**src/rtl/lut_access_ctrl_pkg.sv**
```systemverilog
// lut_access_ctrl_pkg: shared types, defaults and helpers for the lookup-table access controller
package lut_access_ctrl_pkg;
  localparam int DEF_NUM_RX = 4;
  localparam int DEF_ASIZE = 8;
  localparam int DEF_DWIDTH = 16;
  localparam int DEF_HOST_MAX_BURST = 4;
  function automatic int lut_depth(input int asize);
    return 1 << asize;
  endfunction
  localparam int LUT_DEPTH = lut_depth(DEF_ASIZE);
  typedef struct packed {
    logic [DEF_NUM_RX-1:0] forward_ports;
    logic [DEF_DWIDTH-DEF_NUM_RX-1:0] vpi;
  } cell_cfg_t;
  typedef enum logic {INIT, RUN} state_t;
endpackage

```
**src/rtl/lut_access_ctrl_if.sv**
```systemverilog
// lut_access_ctrl_if: host write, Rx lookup and table-side signals of the access controller
interface lut_access_ctrl_if
  import lut_access_ctrl_pkg::*;
#(
  parameter int NUM_RX = DEF_NUM_RX,
  parameter int ASIZE = DEF_ASIZE,
  parameter int DWIDTH = DEF_DWIDTH
);
  logic host_wr_valid;
  logic host_wr_ready;
  logic [ASIZE-1:0] host_wr_addr;
  logic [DWIDTH-1:0] host_wr_data;
  logic [NUM_RX-1:0] rx_req_valid;
  logic [NUM_RX-1:0] rx_req_ready;
  logic [NUM_RX*ASIZE-1:0] rx_req_addr;
  logic [NUM_RX-1:0] rx_rsp_valid;
  logic [DWIDTH-1:0] rx_rsp_data;
  logic lut_we;
  logic lut_re;
  logic [ASIZE-1:0] lut_addr;
  logic [DWIDTH-1:0] lut_wdata;
  logic [DWIDTH-1:0] lut_rdata;
  logic init_done;
  modport master (
    output host_wr_valid, host_wr_addr, host_wr_data, rx_req_valid, rx_req_addr, lut_rdata,
    input host_wr_ready, rx_req_ready, rx_rsp_valid, rx_rsp_data, lut_we, lut_re, lut_addr,
    lut_wdata, init_done
  );
  modport slave (
    input host_wr_valid, host_wr_addr, host_wr_data, rx_req_valid, rx_req_addr, lut_rdata,
    output host_wr_ready, rx_req_ready, rx_rsp_valid, rx_rsp_data, lut_we, lut_re, lut_addr,
    lut_wdata, init_done
  );
endinterface

```
**src/rtl/lut_access_ctrl_rr_arbiter.sv**
```systemverilog
// lut_access_ctrl_rr_arbiter: round-robin one-hot arbiter whose search starts at a rotating pointer
module lut_access_ctrl_rr_arbiter #(
  parameter int N = 4
) (
  input  logic         clk,
  input  logic         rst_n,
  input  logic [N-1:0] req,
  input  logic         en,
  output logic [N-1:0] grant
);
  localparam int PW = N > 1 ? $clog2(N) : 1;
  logic [PW-1:0] ptr;
  logic [PW-1:0] idx;
  logic [PW-1:0] c;
  logic found;
  // first requester at or after the pointer, wrapping around
  always_comb begin
    idx = ptr;
    c = ptr;
    found = 1'b0;
    for (int k = 0; k < N; k++) begin
      c = PW'((int'(ptr) + k) % N);
      if (!found && req[c]) begin
        found = 1'b1;
        idx = c;
      end
    end
    grant = (en && found) ? N'(1) << idx : '0;
  end
  // pointer moves just past the winner; unchanged when nothing is granted
  always_ff @(posedge clk or negedge rst_n)
    if (!rst_n) ptr <= '0;
    else ptr <= (en && found) ? PW'((int'(idx) + 1) % N) : ptr;
endmodule

```
**src/rtl/lut_access_ctrl.sv**
```systemverilog
// lut_access_ctrl: clears the shared lookup table after reset, then grants one host write or Rx read per cycle
module lut_access_ctrl
  import lut_access_ctrl_pkg::*;
#(
  parameter int NUM_RX = DEF_NUM_RX,
  parameter int ASIZE = DEF_ASIZE,
  parameter int DWIDTH = DEF_DWIDTH,
  parameter int HOST_MAX_BURST = DEF_HOST_MAX_BURST
) (
  input logic clk,
  input logic rst_n,
  lut_access_ctrl_if.slave bus
);
  localparam int BW = $clog2(HOST_MAX_BURST + 1);
  state_t state, state_nxt;
  logic [ASIZE-1:0] init_addr;
  logic [ASIZE-1:0] addr_q;
  logic [ASIZE-1:0] rx_addr;
  logic [DWIDTH-1:0] wdata_q;
  logic [BW-1:0] burst;
  logic [NUM_RX-1:0] rx_gnt;
  logic run, rx_any, host_gnt, init_we;
  assign run = state == RUN;
  assign rx_any = |bus.rx_req_valid;
  assign host_gnt = run && bus.host_wr_valid && !(rx_any && burst == BW'(HOST_MAX_BURST));
  lut_access_ctrl_rr_arbiter #(.N(NUM_RX)) u_arb (
    .clk(clk),
    .rst_n(rst_n),
    .req(bus.rx_req_valid),
    .en(run && !host_gnt),
    .grant(rx_gnt)
  );
  // state register
  always_ff @(posedge clk or negedge rst_n)
    if (!rst_n) state <= INIT;
    else state <= state_nxt;
  // leave INIT once the last table address has been cleared; RUN is only left through reset
  always_comb
    state_nxt = (state == INIT && init_addr == ASIZE'(lut_depth(ASIZE) - 1)) ? RUN : state;
  // clear counter, host burst counter, held table bus values and registered response strobe
  always_ff @(posedge clk or negedge rst_n)
    if (!rst_n) begin
      init_addr <= '0;
      burst <= '0;
      addr_q <= '0;
      wdata_q <= '0;
      bus.rx_rsp_valid <= '0;
    end else begin
      init_addr <= run ? init_addr : init_addr + 1'b1;
      burst <= (host_gnt && rx_any) ? burst + 1'b1 : (|rx_gnt || !rx_any) ? '0 : burst;
      addr_q <= bus.lut_addr;
      wdata_q <= bus.lut_wdata;
      bus.rx_rsp_valid <= rx_gnt;
    end
  // address of the granted Rx requester
  always_comb begin
    rx_addr = '0;
    for (int i = 0; i < NUM_RX; i++)
      rx_addr = rx_addr | (rx_gnt[i] ? bus.rx_req_addr[i*ASIZE +: ASIZE] : '0);
  end
  // grants and table mux; address and write data hold their last values on idle cycles
  always_comb begin
    init_we = state == INIT && rst_n;
    bus.host_wr_ready = host_gnt;
    bus.rx_req_ready = rx_gnt;
    bus.lut_we = init_we || host_gnt;
    bus.lut_re = |rx_gnt;
    bus.lut_addr = init_we ? init_addr : host_gnt ? bus.host_wr_addr : |rx_gnt ? rx_addr : addr_q;
    bus.lut_wdata = init_we ? '0 : host_gnt ? bus.host_wr_data : wdata_q;
    bus.rx_rsp_data = bus.lut_rdata;
    bus.init_done = run;
  end
endmodule

```
**src/flat_wrapper.sv**
```systemverilog
// flat-port wrapper written by rule: the top's interface ports become plain ports
module lut_access_ctrl_flat import lut_access_ctrl_pkg::*;
#(
  parameter int NUM_RX = DEF_NUM_RX,
  parameter int ASIZE = DEF_ASIZE,
  parameter int DWIDTH = DEF_DWIDTH,
  parameter int HOST_MAX_BURST = DEF_HOST_MAX_BURST
)
  (clk, rst_n, bus_host_wr_valid, bus_host_wr_addr, bus_host_wr_data, bus_rx_req_valid, bus_rx_req_addr, bus_lut_rdata, bus_host_wr_ready, bus_rx_req_ready, bus_rx_rsp_valid, bus_rx_rsp_data, bus_lut_we, bus_lut_re, bus_lut_addr, bus_lut_wdata, bus_init_done);
  lut_access_ctrl_if #(.NUM_RX(NUM_RX), .ASIZE(ASIZE), .DWIDTH(DWIDTH)) bus_i ();
  input logic clk;
  input logic rst_n;
  input wire logic [$bits(bus_i.host_wr_valid)-1:0] bus_host_wr_valid;
  input wire logic [$bits(bus_i.host_wr_addr)-1:0] bus_host_wr_addr;
  input wire logic [$bits(bus_i.host_wr_data)-1:0] bus_host_wr_data;
  input wire logic [$bits(bus_i.rx_req_valid)-1:0] bus_rx_req_valid;
  input wire logic [$bits(bus_i.rx_req_addr)-1:0] bus_rx_req_addr;
  input wire logic [$bits(bus_i.lut_rdata)-1:0] bus_lut_rdata;
  output wire logic [$bits(bus_i.host_wr_ready)-1:0] bus_host_wr_ready;
  output wire logic [$bits(bus_i.rx_req_ready)-1:0] bus_rx_req_ready;
  output wire logic [$bits(bus_i.rx_rsp_valid)-1:0] bus_rx_rsp_valid;
  output wire logic [$bits(bus_i.rx_rsp_data)-1:0] bus_rx_rsp_data;
  output wire logic [$bits(bus_i.lut_we)-1:0] bus_lut_we;
  output wire logic [$bits(bus_i.lut_re)-1:0] bus_lut_re;
  output wire logic [$bits(bus_i.lut_addr)-1:0] bus_lut_addr;
  output wire logic [$bits(bus_i.lut_wdata)-1:0] bus_lut_wdata;
  output wire logic [$bits(bus_i.init_done)-1:0] bus_init_done;
  assign bus_i.host_wr_valid = bus_host_wr_valid;
  assign bus_i.host_wr_addr = bus_host_wr_addr;
  assign bus_i.host_wr_data = bus_host_wr_data;
  assign bus_i.rx_req_valid = bus_rx_req_valid;
  assign bus_i.rx_req_addr = bus_rx_req_addr;
  assign bus_i.lut_rdata = bus_lut_rdata;
  assign bus_host_wr_ready = bus_i.host_wr_ready;
  assign bus_rx_req_ready = bus_i.rx_req_ready;
  assign bus_rx_rsp_valid = bus_i.rx_rsp_valid;
  assign bus_rx_rsp_data = bus_i.rx_rsp_data;
  assign bus_lut_we = bus_i.lut_we;
  assign bus_lut_re = bus_i.lut_re;
  assign bus_lut_addr = bus_i.lut_addr;
  assign bus_lut_wdata = bus_i.lut_wdata;
  assign bus_init_done = bus_i.init_done;
  lut_access_ctrl #(.NUM_RX(NUM_RX), .ASIZE(ASIZE), .DWIDTH(DWIDTH), .HOST_MAX_BURST(HOST_MAX_BURST)) u_core (.clk(clk), .rst_n(rst_n), .bus(bus_i));
endmodule
```
**config.mk**
```make
export PLATFORM = sky130hd
export DESIGN_NAME = lut_access_ctrl_flat
export DESIGN_NICKNAME = d
export VERILOG_FILES = /design/src/rtl/lut_access_ctrl_pkg.sv /design/src/rtl/lut_access_ctrl_if.sv /design/src/rtl/lut_access_ctrl_rr_arbiter.sv /design/src/rtl/lut_access_ctrl.sv /design/src/flat_wrapper.sv
export SDC_FILE = /design/constraint.sdc
export NUM_CORES = 1
export LEC_CHECK = 0
export ABC_AREA = 0
export BUFFER_PORTS_ARGS = -buffer_cell sky130_fd_sc_hd__buf_2
export CAP_MARGIN = 10
export CORE_MARGIN = 8
export CORE_UTILIZATION = 47
export CTS_CLUSTER_DIAMETER = 30
export CTS_CLUSTER_SIZE = 25
export DETAILED_ROUTE_END_ITERATION = 16
export PLACE_DENSITY = 0.84
export SYNTH_ARGS = -nofsm -noshare
export SYNTH_HDL_FRONTEND = slang
export SYNTH_HIERARCHICAL = 1
export SYNTH_SLANG_ARGS = --single-unit
```
**constraint.sdc**
```tcl
create_clock -name clk -period 3.1 [get_ports clk]
set_input_delay 0.155 -clock clk [delete_from_list [all_inputs] [get_ports clk]]
set_output_delay 0.155 -clock clk [all_outputs]
set_load 0.01 [all_outputs]
```
# After elaboration in Yosys (flattened, before gate mapping)
# Index checks and enable logic that the tools add are counted.
# W data, S select, Z words.
# classes
shifts,1
add_sub_neg,6
muxes,27
n_bitwise,4
n_reduce_logical,22
n_eq_ne,2
magnitude_cmp,4
# ops
operator,count
$mux W8,7
$mux W16,2
$or A8 B8 Y8,3
$lt A2 B3 Y1 const B,4
$logic_and A1 B1 Y1,11
$add A8 B1 Y8 const B,1
$bmux W1 S2,4
$eq A8 B8 Y1 const B,1
$mux W1,8
$reduce_or A4 Y1,2
$logic_not A1 Y1,6
$mux W2,3
$mux W3,2
$add A2 B1 Y2 const B,2
$add A2 B2 Y2 const B,2
$mux W4,1
$shl A1 B2 Y4 const A,1
$add A3 B1 Y3 const B,1
$eq A3 B3 Y1 const B,1
$logic_or A1 B1 Y1,2
$reduce_bool A2 Y1,1
$not A1 Y1,1
# totals
ff_bits,42
wordCells,73

# Depth between registers and ports, before layout
# Gate-level depths: netlist of the first run.
# logic_depth
ltp_word,21
ltp_mapped,13
mapped_depth_nobuf,11

# By module
# The synthesis of the first run kept the hierarchy.
# modules_own_cells
module,area_per_inst_um2,cells_per_inst,instances,seq_area_each_um2
lut_access_ctrl,2448.6,257,1,1001.0
lut_access_ctrl_rr_arbiter,229.0,29,1,50.0

# Worst setup path after synthesis of the first run
# OpenSTA, ideal clock, no wires.
# synth_path
kind,register to register
from,"register u_core.state, in the netlist u_core/bus.init_done"
to,register u_core.addr_q[2]
synth_period_minus_slack_ns,2.935
stages_incl_launch_ff,13
t_required_ns,2.939
path_slack_ns,0.165
path_buffers,3
arrival_time_ns,2.774
cell_sequence,dfrtp_1 -> clkbuf_1 -> and2_1 -> o21ai_0 -> and2_1 -> o41a_1 -> nand2_1 -> nor2_1 -> clkbuf_1 -> nor4_1 -> buf_2 -> a211oi_1 -> a211oi_1
# synth_between
elab_chain_len,13
# synth_lines
item,line_no,source
"start, declared",lut_access_ctrl.sv:15,"state_t state, state_nxt;"
"start signal, assigned",lut_access_ctrl.sv:36,else state <= state_nxt;
$logic_and A1 B1 Y1 (2 in series),lut_access_ctrl.sv:25,assign host_gnt = run && bus.host_wr_valid && !(rx_any && burst == BW'(HOST_MAX_BURST));
$logic_not A1 Y1,lut_access_ctrl.sv:30,".en(run && !host_gnt),"
$logic_and A1 B1 Y1 (*),lut_access_ctrl.sv:30,
$logic_and A1 B1 Y1 (*),lut_access_ctrl_rr_arbiter.sv:28,grant = (en && found) ? N'(1) << idx : '0;
$mux W4 (*),lut_access_ctrl_rr_arbiter.sv:28,
via bus_rx_req_ready[1],flat_wrapper.sv:20,output wire logic [$bits(bus_i.rx_req_ready)-1:0] bus_rx_req_ready;
$mux W8,lut_access_ctrl.sv:59,rx_addr = rx_addr | (rx_gnt[i] ? bus.rx_req_addr[i*ASIZE +: ASIZE] : '0);
$or A8 B8 Y8 (3 in series),lut_access_ctrl.sv:59,
$mux W8 (*) (3 in series),lut_access_ctrl.sv:68,bus.lut_addr = init_we ? init_addr : host_gnt ? bus.host_wr_addr : |rx_gnt ? rx_addr : addr_q;
via bus_lut_addr[2],flat_wrapper.sv:25,output wire logic [$bits(bus_i.lut_addr)-1:0] bus_lut_addr;
"end signal, assigned",lut_access_ctrl.sv:51,addr_q <= bus.lut_addr;
"end, declared",lut_access_ctrl.sv:17,logic [ASIZE-1:0] addr_q;
# Mark *: on every way through the listed nets, which the timed path passes. The rest lies on a longest branch.
# A chain may end at the register's enable or synchronous reset.

# Worst setup path after layout of the first run
# layout_path
from,register u_core.burst[0]
to,output port bus_lut_addr[2]
# layout_between
elab_chain_len,15
# layout_lines
item,line_no,source
"start, declared",lut_access_ctrl.sv:20,logic [BW-1:0] burst;
"start signal, assigned",lut_access_ctrl.sv:50,burst <= (host_gnt && rx_any) ? burst + 1'b1 : (|rx_gnt || !rx_any) ? '0 : burst;
$eq A3 B3 Y1 (*),lut_access_ctrl.sv:25,
$logic_and A1 B1 Y1 (*),lut_access_ctrl.sv:25,
$logic_not A1 Y1 (*),lut_access_ctrl.sv:25,
$logic_and A1 B1 Y1 (*),lut_access_ctrl.sv:25,
$logic_not A1 Y1,lut_access_ctrl.sv:30,
$logic_and A1 B1 Y1,lut_access_ctrl.sv:30,
$logic_and A1 B1 Y1,lut_access_ctrl_rr_arbiter.sv:28,
$mux W4,lut_access_ctrl_rr_arbiter.sv:28,
$mux W8,lut_access_ctrl.sv:59,
$or A8 B8 Y8 (3 in series),lut_access_ctrl.sv:59,
$mux W8,lut_access_ctrl.sv:68,
$mux W8 (*) (2 in series),lut_access_ctrl.sv:68,
"end, declared",flat_wrapper.sv:25,
# Mark *: on every way between the ends. The rest lies on a longest branch, timed or not.

==> run_results.csv, run 1 <==
group,metric,value,unit
status,status,"finished, final reports clean",
layout,register_area,1051,µm²
grt,grt_use_total,0.1779,
setup_path,path_cells,"inv_1, ha_1, nand2_1, o21ai_1, and2_1, o41a_1, nand2b_1, nor2_2, buf_4, a22o_1, a211oi_1, a211oi_2, buf_2",
synthesis,netlist_top_cells_count,"dfrtp_1, a211oi_1, a21oi_1, nand3_1",
synthesis,synthFlopType,"dfrtp_1",
hold_path,min_to,"u_core/addr_q[6]",
flow_run,maxCapViolations,0,
setup_path,path_class,"reg2out",
power_and_ir_drop,power,1.009,mW
setup_path,reg2reg_slack,0.58,ns
setup_path,regToRegEndpoint,"u_core/addr_q[3]",
layout,multi_input_comb_area,1400,µm²
synthesis,syn-cell-area,2678,µm²
layout,drive_gt1_frac,0.3984,
synthesis,synth_top_area_share,0.3925,
synthesis,synth_area_per_cell,9.362,µm²
grt,grt_pass1_wl,12500,µm
setup_path,path_buf_inv,3,
synthesis,synth_edf_count,0,
sta,slew_violations,0,
place,preCtsSetupSlack,-0.1214,ns
clock_tree,cts_buffer_depth,2,
place,placement.cell_area,3134,µm²
route,wl_per_cell,17.63,µm
hold_path,hold_path_depth,3,
power_and_ir_drop,ir_drop,0.2177,mV
synthesis,ys_ff_latch,42,
power_and_ir_drop,power.density,305.6,nW/µm²
setup_path,cp-startpoint,"u_core/burst[0]",
layout,diodes,0,
place,place_hpwl,5623,µm
synthesis,yosys_warnings,6,
die,start_util,0.4863,
layout,area_growth,23.27,%
die,die_x,91.48,µm
synthesis,yosysSeqAreaShare,0.3925,
route,drtPass1Iterations,4,
hold_path,hp-start,"bus_host_wr_addr[6]",
die,row_count,27,
route,via_per_inst,5.735,
setup_path,end_kind,"output port",
sta,finalSetupViolCount,0,
sta,slew_headroom,0.5283,
synthesis,async_flop_share,1.000,
clock_tree,clk_latency,0.29,ns
sta,hold_viol,0,
die,core_area,5507,µm²
setup_path,crit_fanout,10,
clock_tree,cts_htree_levels,2,
sta,worst_slack,0.1583,ns
setup_path,required,2.94,ns
synthesis,synth_area_leaders,"dfrtp_1, a211oi_1, a22o_1, o31a_1, buf_4",
route,drt-total-wl,7774,µm
grt,grt_pass1_vias,2631,
grt,antenna_found_initial,0,
place,place_congestion,0.8415,
setup_path,max_stage_delay,0.40,ns
clock_tree,clk_pin_slew_worst_paths,0.08,ns
sta,fmax,339.9,MHz
die,ioPinCount,131,
sta,period_needed,2.942,ns
route,vias,2529,
synthesis,synthMostInstantiatedCell,"dfrtp_1",
synthesis,syn_nets,368,
sta,fin_crit_sh,0.9489,
setup_path,worstReg2RegStart,"u_core/burst[0]",
layout,nets,451,
synthesis,yosys.area.top_type,"dfrtp_1",
synthesis,synth_cells,286,
layout,utilization,0.5994,
layout,fillers,456,
setup_path,start_kind,"register",
synthesis,yosysUniqueCellTypes,42,
route,drc,0,
route,antenna_left,0,
layout,final_cell_area,3301,µm²
hold_path,hp-class,"in2reg",
clock_tree,cts_tree,"yes",
setup_path,reg2reg_depth,13,
sta,rsz0062_at_grt,"true",
power_and_ir_drop,p_leak,1.678,nW
route,drt_iter0_markers,102,
clock_tree,cts-buffers-inserted,5,
die,die_h,91.48,µm
grt,grt_max_degree,42,
setup_path,worstSetupPathDepth,13,
sta,tightest_slew,0.7076,ns
setup_path,slowest_stage,"dfrtp_1",
die,die_area,8369,µm²
grt,overflow,0,
setup_path,cp_top_family,"compound AO/OA/AOI/OAI gates",
clock_tree,cts_num_sinks,42,
sta,skew,0.008326,ns
setup_path,arrival,2.79,ns
place,port_buffers,98,
clock_tree,cts_root_buf,"clkbuf_8",
## worst reg2reg max path, delay by kind of cell (launching register included)
family	cells	cell delay [ns]
compound gates	4	0.77
fa+ha+maj	1	0.20
buf+inv	3	0.41
flops	1	0.40
simple gates	5	0.64
## what timing repair did
item / in CTS / in global routing
endpoints found under the setup margin: 8 / 8
setup buffers: 2 / 1
hold buffers: 1 / 0
gates resized for setup: 2 / 12
hold endpoints to repair: 13 / 0
pin swaps: 1 / 3
## logic make-up after synthesis
logic type / after synthesis / share of synthesized area
AO/OA/AOI/OAI: 93 / 0.2673
flip-flops: 42 / 0.3925
multiplexers: 3 / 0.01355
buffers and inverters: 51 / 0.1061
adder cells (fa/ha/maj): 3 / 0.01402
AND/OR/NAND/NOR: 87 / 0.1836
XOR/XNOR: 7 / 0.02290
## metrics by stage
step           std cells  hold slack [ns]  setup TNS [ns]
2_1_floorplan        286          -0.1406               0
3_3_place_gp         430          0.08795               0
3_5_place_dp         430          0.08401         -0.6853
4_1_cts              440           0.2363               0
5_1_grt              441           0.2356         -0.2230
6_report             441           0.2334               0
## routing by layer
metal,GRT usage,share of wire,up-vias
li1,-,-,1197
met1,0.2084,0.42,1189
met2,0.2905,0.46,127
met3,0.07490,0.10,16
met4,0.04911,0.024,0
met5,0,0,-
## worst max-delay path by stage
stage	slack, ns	endpoint
detailed placement	-0.12	bus_lut_addr[4]
global route	-0.07	bus_lut_addr[3]
finish	0.16	bus_lut_addr[2]
CTS	0.01	bus_lut_addr[4]
global placement	0.08	bus_lut_addr[3]
floorplan	0.17	u_core/addr_q[2]
## where the power goes
part           internal (mW)  switching [mW]  total [mW]
Sequential             0.553         0.00188       0.555
Combinational         0.0551          0.0658       0.121
Clock                  0.151           0.181       0.333
## placed cells by master, fill, tap and decap left out, types with 2 or more instances in the layout
cell / count
a211oi_1: 17
a211oi_2: 8
a21oi_1: 21
a22o_1: 16
and2_1: 19
and3_1: 17
and4b_1: 2
buf_2: 98
buf_4: 18
clkbuf_8: 5
clkinv_2: 2
dfrtp_1: 42
ha_1: 3
inv_1: 9
nand2_1: 2
nand2b_1: 5
nand3_1: 21
nor2_1: 9
nor2_2: 3
nor2_4: 2
o211ai_1: 3
o22ai_1: 2
o31a_1: 16
xnor2_1: 5
xor2_1: 2
## cell type report
type	instances	area share
Clock buffer	5	0.02085
Clock inverter	2	0.003033
Inverter	9	0.01024
Multi-Input combinational cell	193	0.4242
Sequential cell	42	0.3184
Tap cell	72	0.02729
Timing Repair Buffer	118	0.1960
## sequential cells by signal (all words and copies together), names as in the netlist
| signal | cells |
|---|---|
| u_core/wdata_q | 16 |
| u_core/addr_q | 8 |
| u_core/init_addr | 8 |
| u_core/bus.rx_rsp_valid | 4 |
| u_core/burst | 3 |
| u_core/u_arb/ptr | 2 |
| u_core/bus.init_done | 1 |
Power figures use the tool's default switching activity.
==> run 2: changes to the inputs <==
--- a/config.mk
+++ b/config.mk
@@ -8,11 +8,12 @@
 export ABC_AREA = 0
 export BUFFER_PORTS_ARGS = -buffer_cell sky130_fd_sc_hd__buf_2
 export CAP_MARGIN = 10
-export CORE_MARGIN = 8
 export CORE_UTILIZATION = 47
 export CTS_CLUSTER_DIAMETER = 30
 export CTS_CLUSTER_SIZE = 25
 export DETAILED_ROUTE_END_ITERATION = 16
+export GPL_TIMING_DRIVEN = 0
+export HOLD_SLACK_MARGIN = 0.15
 export PLACE_DENSITY = 0.84
 export SYNTH_ARGS = -nofsm -noshare
 export SYNTH_HDL_FRONTEND = slang
==> run 2 against run 1 <==
Effect of this change: count of clock-buffer cells in the layout unchanged; utilization up 7.1 points; final cell count up 11%; sequential share of layout area down 3.3 points; critical path depth up 1; register-to-register slack better by 0.02 ns; clock skew down 0.0052 ns.
==> run_results.csv, run 2 (synthesized netlist as in run 1, its figures left out) <==
group,metric,value,unit
status,status,"finished, final reports clean",
route,top_layer,"met4",
sta,slew_violations,0,
setup_path,arrival,2.88,ns
layout,utilization,0.6701,
place,port_buffers,113,
layout,layout_commonest_cell,"buf_2",
power_and_ir_drop,swShare,0.2407,
die,die_x,77.48,µm
route,wl_per_cell,16.02,µm
power_and_ir_drop,power_frac_clock,0.375,
hold_path,hp-class,"in2reg",
grt,antenna_found_initial,0,
setup_path,path_cells,"inv_2, ha_4, nand2_4, o21ai_1, and2_1, o41a_1, nand2_2, nor2_4, buf_6, nor4_4, buf_6, a211oi_2, a211oi_2, buf_2",
layout,drive_gt1_frac,0.4713,
layout,layout.cells.most_common_list,"buf_2, dfrtp_1, buf_4",
place,place_hpwl,5374,µm
setup_path,start_kind,"register",
setup_path,cp_top_family,"simple AND/OR/NAND/NOR gates",
layout,regMostFlops,"u_core/wdata_q",
place,dp_cells,471,
place,place_congestion,0.8224,
clock_tree,cts_tree,"yes",
clock_tree,cts_htree_levels,2,
sta,slew_headroom,0.5895,
route,wl_met2,3865,µm
layout,largest_reg_flops,16,
route,met3_length,574,µm
sta,tightest_slew,0.6158,ns
setup_path,path_class,"reg2out",
flow_run,maxCapViolations,0,
setup_path,end_kind,"output port",
sta,fmax,330.0,MHz
clock_tree,cts_buffer_depth,2,
place,placement.cell_area,3333,µm²
power_and_ir_drop,switchingPower,0.2743,mW
grt,grt_pass1_wl,11700,µm
power_and_ir_drop,power,1.140,mW
layout,nets,499,
clock_tree,cts_root_buf,"clkbuf_8",
layout,reg.largest.list,"u_core/wdata_q (16), u_core/addr_q (8), u_core/init_addr (8)",
power_and_ir_drop,seqPwrFrac,0.488,
route,drc,0,
route,antenna_left,0,
route,drt-total-wl,7848,µm
setup_path,path_buf_inv,4,
power_and_ir_drop,p_leak,1.881,nW
die,start_util,0.4863,
sta,period_needed,3.030,ns
grt,overflow,0,
place,preCtsSetupSlack,-0.5678,ns
layout,fillers,439,
setup_path,crit_fanout,7,
route,via_per_inst,5.631,
grt,grt_max_degree,45,
power_and_ir_drop,p_int,0.8654,mW
route,wl_met1,3238,µm
sta,skew,0.003129,ns
clock_tree,clk_pin_slew_worst_paths,0.08,ns
setup_path,max_stage_delay,0.41,ns
die,core_area,5507,µm²
layout,diodes,0,
route,drtPass1Iterations,4,
die,row_count,27,
sta,hold_viol,0,
route,vias,2759,
clock_tree,cts_num_sinks,42,
layout,area_growth,37.80,%
die,ioPinCount,131,
sta,fin_crit_sh,0.9774,
clock_tree,clk_latency,0.29,ns
die,die_area,6003,µm²
grt,grt_use_total,0.2460,
sta,finalSetupViolCount,0,
layout,stdcell_count,490,
power_and_ir_drop,ir_drop,0.1839,mV
grt,grt_pass1_vias,2552,
power_and_ir_drop,p_comb_frac,0.138,
route,drt_iter0_markers,152,
setup_path,required,2.94,ns
layout,final_cell_area,3690,µm²
setup_path,slowest_stage,"dfrtp_1",
power_and_ir_drop,power.density,308.9,nW/µm²
die,die_h,77.48,µm
clock_tree,cts-buffers-inserted,5,
sta,worst_slack,0.06998,ns
## run 2: cell count changes in the layout (fill, tap and decap cells not counted), sizes merged
cell,previous run,this run
buf,117,150
clkbuf,5,20
bufinv,0,1
## run 2: what timing repair did
| item | in CTS | in global routing |
|---|---|---|
| endpoints found under the hold margin | 42 | 0 |
| hold buffers | 1 | 0 |
| pin swaps | 4 | 7 |
| setup buffers | 4 | 6 |
| endpoints found under the setup margin | 15 | 8 |
| cloned | 0 | 1 |
| resized for setup | 25 | 24 |
## run 2: worst paths after layout
check / from / endpoint / slack [ns] / cells after the start
worst max-delay path: u_core/burst[1] / bus_lut_addr[3] / 0.07 / 14
worst min-delay path: bus_host_wr_addr[6] / u_core/addr_q[6] / 0.22 / 3
worst max register to register: u_core/burst[1] / u_core/addr_q[3] / 0.60 / 13
worst min register to register: u_core/init_addr[6] / u_core/init_addr[6] / 0.50 / 1
max in group asynchronous: rst_n / u_core/bus.init_done / 2.22 / 2
min in group asynchronous: rst_n / u_core/wdata_q[1] / 0.42 / 2
## run 2: metrics by stage
step | TNS [ns] | hold WS (ns)
2_1_floorplan | 0 | -0.1406
5_1_grt | -0.03334 | 0.2363
6_report | 0 | 0.2243
3_5_place_dp | -4.055 | 0.3631
4_1_cts | 0 | 0.2183
3_3_place_gp | -3.200 | 0.3564
## run 2: layer usage
layer	vias up	GRT usage
li1	1301	-
met1	1300	0.2953
met2	146	0.4301
met3	12	0.04706
met4	0	0.1000
met5	-	0
## run 2: power by group through the flow
stage,registers [mW],clock network [mW],logic [mW]
5_1_grt,0.556,0.463,0.169
3_3_place_gp,0.565,0,0.144
2_1_floorplan,0.565,0,0.0659
4_1_cts,0.555,0.440,0.152
6_report,0.556,0.427,0.157
3_5_place_dp,0.566,0,0.148
## run 2: cell type report
type,count,area [µm²],share of cell area
Timing Repair Buffer,125,658.1,0.1784
Tap cell,72,90.09,0.02442
Multi-Input combinational cell,193,1466,0.3974
Buffer,41,280.3,0.07596
Sequential cell,42,1052,0.2852
Inverter,9,33.78,0.009156
Clock buffer,5,68.82,0.01865
Clock inverter,3,40.04,0.01085
## run 2: tightest hold or removal path: cells and delay by family
family | cells | cell delay (ns)
compound gates | 2 | 0.23
buf+inv | 1 | 0.08
==> run 3: changes to the inputs <==
--- a/config.mk
+++ b/config.mk
@@ -5,10 +5,11 @@
 export SDC_FILE = /design/constraint.sdc
 export NUM_CORES = 1
 export LEC_CHECK = 0
-export ABC_AREA = 0
+export ABC_AREA = 1
+export ABC_CLOCK_PERIOD_IN_PS = 3100
 export BUFFER_PORTS_ARGS = -buffer_cell sky130_fd_sc_hd__buf_2
 export CAP_MARGIN = 10
-export CORE_UTILIZATION = 47
+export CORE_UTILIZATION = 48
 export CTS_CLUSTER_DIAMETER = 30
 export CTS_CLUSTER_SIZE = 25
 export DETAILED_ROUTE_END_ITERATION = 16
@@ -19,3 +20,4 @@
 export SYNTH_HDL_FRONTEND = slang
 export SYNTH_HIERARCHICAL = 1
 export SYNTH_SLANG_ARGS = --single-unit
+export TNS_END_PERCENT = 10
==> run 3 against run 2 <==
Effect of this change: register-to-register slack improved by 0.04 ns; area after synthesis rose by 11%; critical path depth up 5; first-iteration DRC count is 41% higher; final area is 3.5% higher; power is 7.4% lower; non-clock buffer count decreased by 16; clock skew up 0.0037 ns.
==> run_results.csv, run 3 <==
group,metric,value,unit
route,vias,3016,
synthesis,async_flop_share,1.000,
grt,antenna_found_initial,0,
clock_tree,clk_latency,0.29,ns
clock_tree,cts-buffers-inserted,5,
power_and_ir_drop,power.density,276.4,nW/µm²
grt,overflow,0,
die,ioPinCount,131,
die,core_area,5956,µm²
setup_path,arrival,2.70,ns
synthesis,yosys_warnings,6,
sta,slew_violations,0,
clock_tree,cts_root_buf,"clkbuf_8",
sta,fin_setup_tns,0,ns
setup_path,crit_top_cell,"nand2_1",
layout,reg.largest.list,"u_core/wdata_q (16), u_core/addr_q (8), u_core/init_addr (8)",
power_and_ir_drop,ir_drop,0.2664,mV
power_and_ir_drop,p_comb_frac,0.153,
grt,grt_pass1_vias,2543,
die,die_area,6536,µm²
layout,area_growth,28.01,%
layout,largest_reg_flops,16,
sta,rsz0062_at_grt,"false",
layout,layout_commonest_cell,"nand2_1",
synthesis,synthFlopType,"dfrtp_1",
flow_run,maxCapViolations,0,
power_and_ir_drop,p_int,0.8009,mW
setup_path,slowest_stage,"dfrtp_2",
clock_tree,clk_pin_slew_worst_paths,0.07,ns
synthesis,syn_nets,501,
sta,tightest_slew,0.9316,ns
synthesis,yosys.area.top_type,"dfrtp_1",
synthesis,synth_area_leaders,"dfrtp_1, nand2_1, nor2_1, nand3_1, buf_4",
die,start_util,0.5011,
layout,drive_gt1_frac,0.3817,
die,die_x,80.85,µm
layout,layout.cells.most_common_list,"nand2_1, buf_2, nor2_1",
synthesis,netlist_top_cells_count,"nand2_1, nor2_1, dfrtp_1",
clock_tree,cts_htree_levels,2,
setup_path,end_kind,"output port",
clock_tree,cts_num_sinks,42,
route,drt-total-wl,7264,µm
sta,slew_headroom,0.3790,
power_and_ir_drop,p_leak,2.280,nW
power_and_ir_drop,switchingPower,0.2550,mW
layout,nets,628,
synthesis,synth_edf_count,0,
layout,fillers,509,
synthesis,synthMostInstantiatedCell,"nand2_1",
synthesis,synth_cells,419,
synthesis,yosysUniqueCellTypes,29,
grt,grt_use_total,0.2158,
synthesis,syn-cell-area,2984,µm²
setup_path,required,2.94,ns
sta,fmax,350.5,MHz
sta,period_needed,2.853,ns
sta,skew,0.006793,ns
setup_path,crit_fanout,10,
place,place_congestion,0.9024,
power_and_ir_drop,power_frac_clock,0.323,
synthesis,synth_area_per_cell,7.122,µm²
sta,hold_viol,0,
status,status,"finished, final reports clean",
sta,holdWs,0.1856,ns
sta,fin_crit_sh,0.9205,
power_and_ir_drop,seqPwrFrac,0.524,
clock_tree,cts_tree,"yes",
setup_path,max_stage_delay,0.46,ns
place,place_hpwl,5537,µm
die,row_count,28,
clock_tree,cts_buffer_depth,2,
setup_path,path_cells,"inv_4, buf_6, nand2_1, nand3_2, nand2_2, nor2_4, nand2_2, o21ai_4, nor2_2, nand2_1, inv_2, buf_4, nand2_1, nand2_1, nor2_1, nand2_1, nand3_1, nand2_1, buf_2",
route,drtPass1Iterations,4,
die,die_h,80.85,µm
layout,regMostFlops,"u_core/wdata_q",
synthesis,yosysSeqAreaShare,0.3522,
power_and_ir_drop,swShare,0.2415,
synthesis,synth_top_area_share,0.3522,
sta,finalSetupViolCount,0,
route,drt_iter0_markers,214,
grt,grt_max_degree,44,
route,via_per_inst,4.865,
setup_path,path_class,"reg2out",
route,drc,0,
route,wl_per_cell,11.72,µm
hold_path,hp-class,"in2reg",
grt,grt_pass1_wl,10910,µm
place,port_buffers,114,
synthesis,ys_ff_latch,42,
layout,diodes,0,
setup_path,start_kind,"register",
route,antenna_left,0,
[run 3: area by class of cell]
| type | count | area, µm² | area share |
|---|---|---|---|
| Buffer | 31 | 249.0 | 0.06518 |
| Clock buffer | 6 | 82.58 | 0.02162 |
| Inverter | 32 | 128.9 | 0.03374 |
| Multi-Input combinational cell | 315 | 1603 | 0.4196 |
| Sequential cell | 42 | 1052 | 0.2755 |
| Tap cell | 75 | 93.84 | 0.02457 |
| Timing Repair Buffer | 119 | 610.6 | 0.1598 |
[run 3: worst max-delay path: cells and delay by family (launching register included)]
| family | cells | cell delay [ns] |
|---|---|---|
| flip-flops | 1 | 0.46 |
| AND/OR/NAND/NOR | 13 | 1.05 |
| AO/OA/AOI/OAI | 1 | 0.26 |
| buffers and inverters | 5 | 0.63 |
[run 3: final timing paths]
| check | from | to | slack (ns) | cells past startpoint |
|---|---|---|---|---|
| min in group asynchronous | rst_n | u_core/wdata_q[4] | 0.57 | 2 |
| max in group asynchronous | rst_n | u_core/u_arb/ptr[0] | 1.89 | 2 |
| min | bus_host_wr_addr[2] | u_core/addr_q[2] | 0.19 | 5 |
| max reg2reg | u_core/u_arb/ptr[0] | u_core/burst[2] | 0.64 | 17 |
| min reg2reg | u_core/wdata_q[11] | u_core/wdata_q[11] | 0.53 | 2 |
| max | u_core/u_arb/ptr[0] | bus_lut_addr[1] | 0.25 | 19 |
[run 3: timing repair]
item / in CTS / in global routing
endpoints found under the setup margin: 9 / 9
setup buffers: 0 / 3
pin swaps: 0 / 3
gates resized for setup: 3 / 18
hold buffers: 1 / 0
cloned: 0 / 2
hold endpoints to repair: 42 / 0
[run 3: stage by stage]
stage          instance area, µm²  power [mW]  setup slack [ns]    util  std cells
6_report                     3820       1.056            0.2465  0.6414        620
5_1_grt                      3820       1.110          0.005097  0.6414        620
4_1_cts                      3746       1.061           0.01896  0.6290        615
3_5_place_dp                 3649      0.7233            0.1617  0.6126        608
3_3_place_gp                 3649      0.7207            0.2544  0.6126        608
2_1_floorplan                2984      0.6477            0.5892       -        419
[run 3: cells by family (layout without fill, tap and decap cells)]
group                      after synthesis  in the layout  share of synthesized area
DFF                                     42             42                     0.3522
buffers and inverters                   63            188                     0.1191
AOI/OAI and AO/OA                        3              3                    0.01258
xor gates and xnor gates                 8              8                    0.02348
and+or+nand+nor                        300            301                     0.4801
adders and majority gates                3              3                    0.01258
[run 3: power by group through the flow]
stage	registers, mW	clock network (mW)	logic, mW
after floorplan	0.564	0	0.0835
after CTS	0.554	0.347	0.161
after global placement	0.564	0	0.157
after detailed placement	0.564	0	0.159
final	0.554	0.341	0.162
after global routing	0.554	0.378	0.179
[run 3: layer usage]
layer	GRT usage	vias to the layer above	part of all wire
met1	0.2582	1349	0.43
li1	-	1542	-
met4	0.09643	0	0.021
met3	0.03933	11	0.065
met5	0	-	0
met2	0.3756	114	0.49
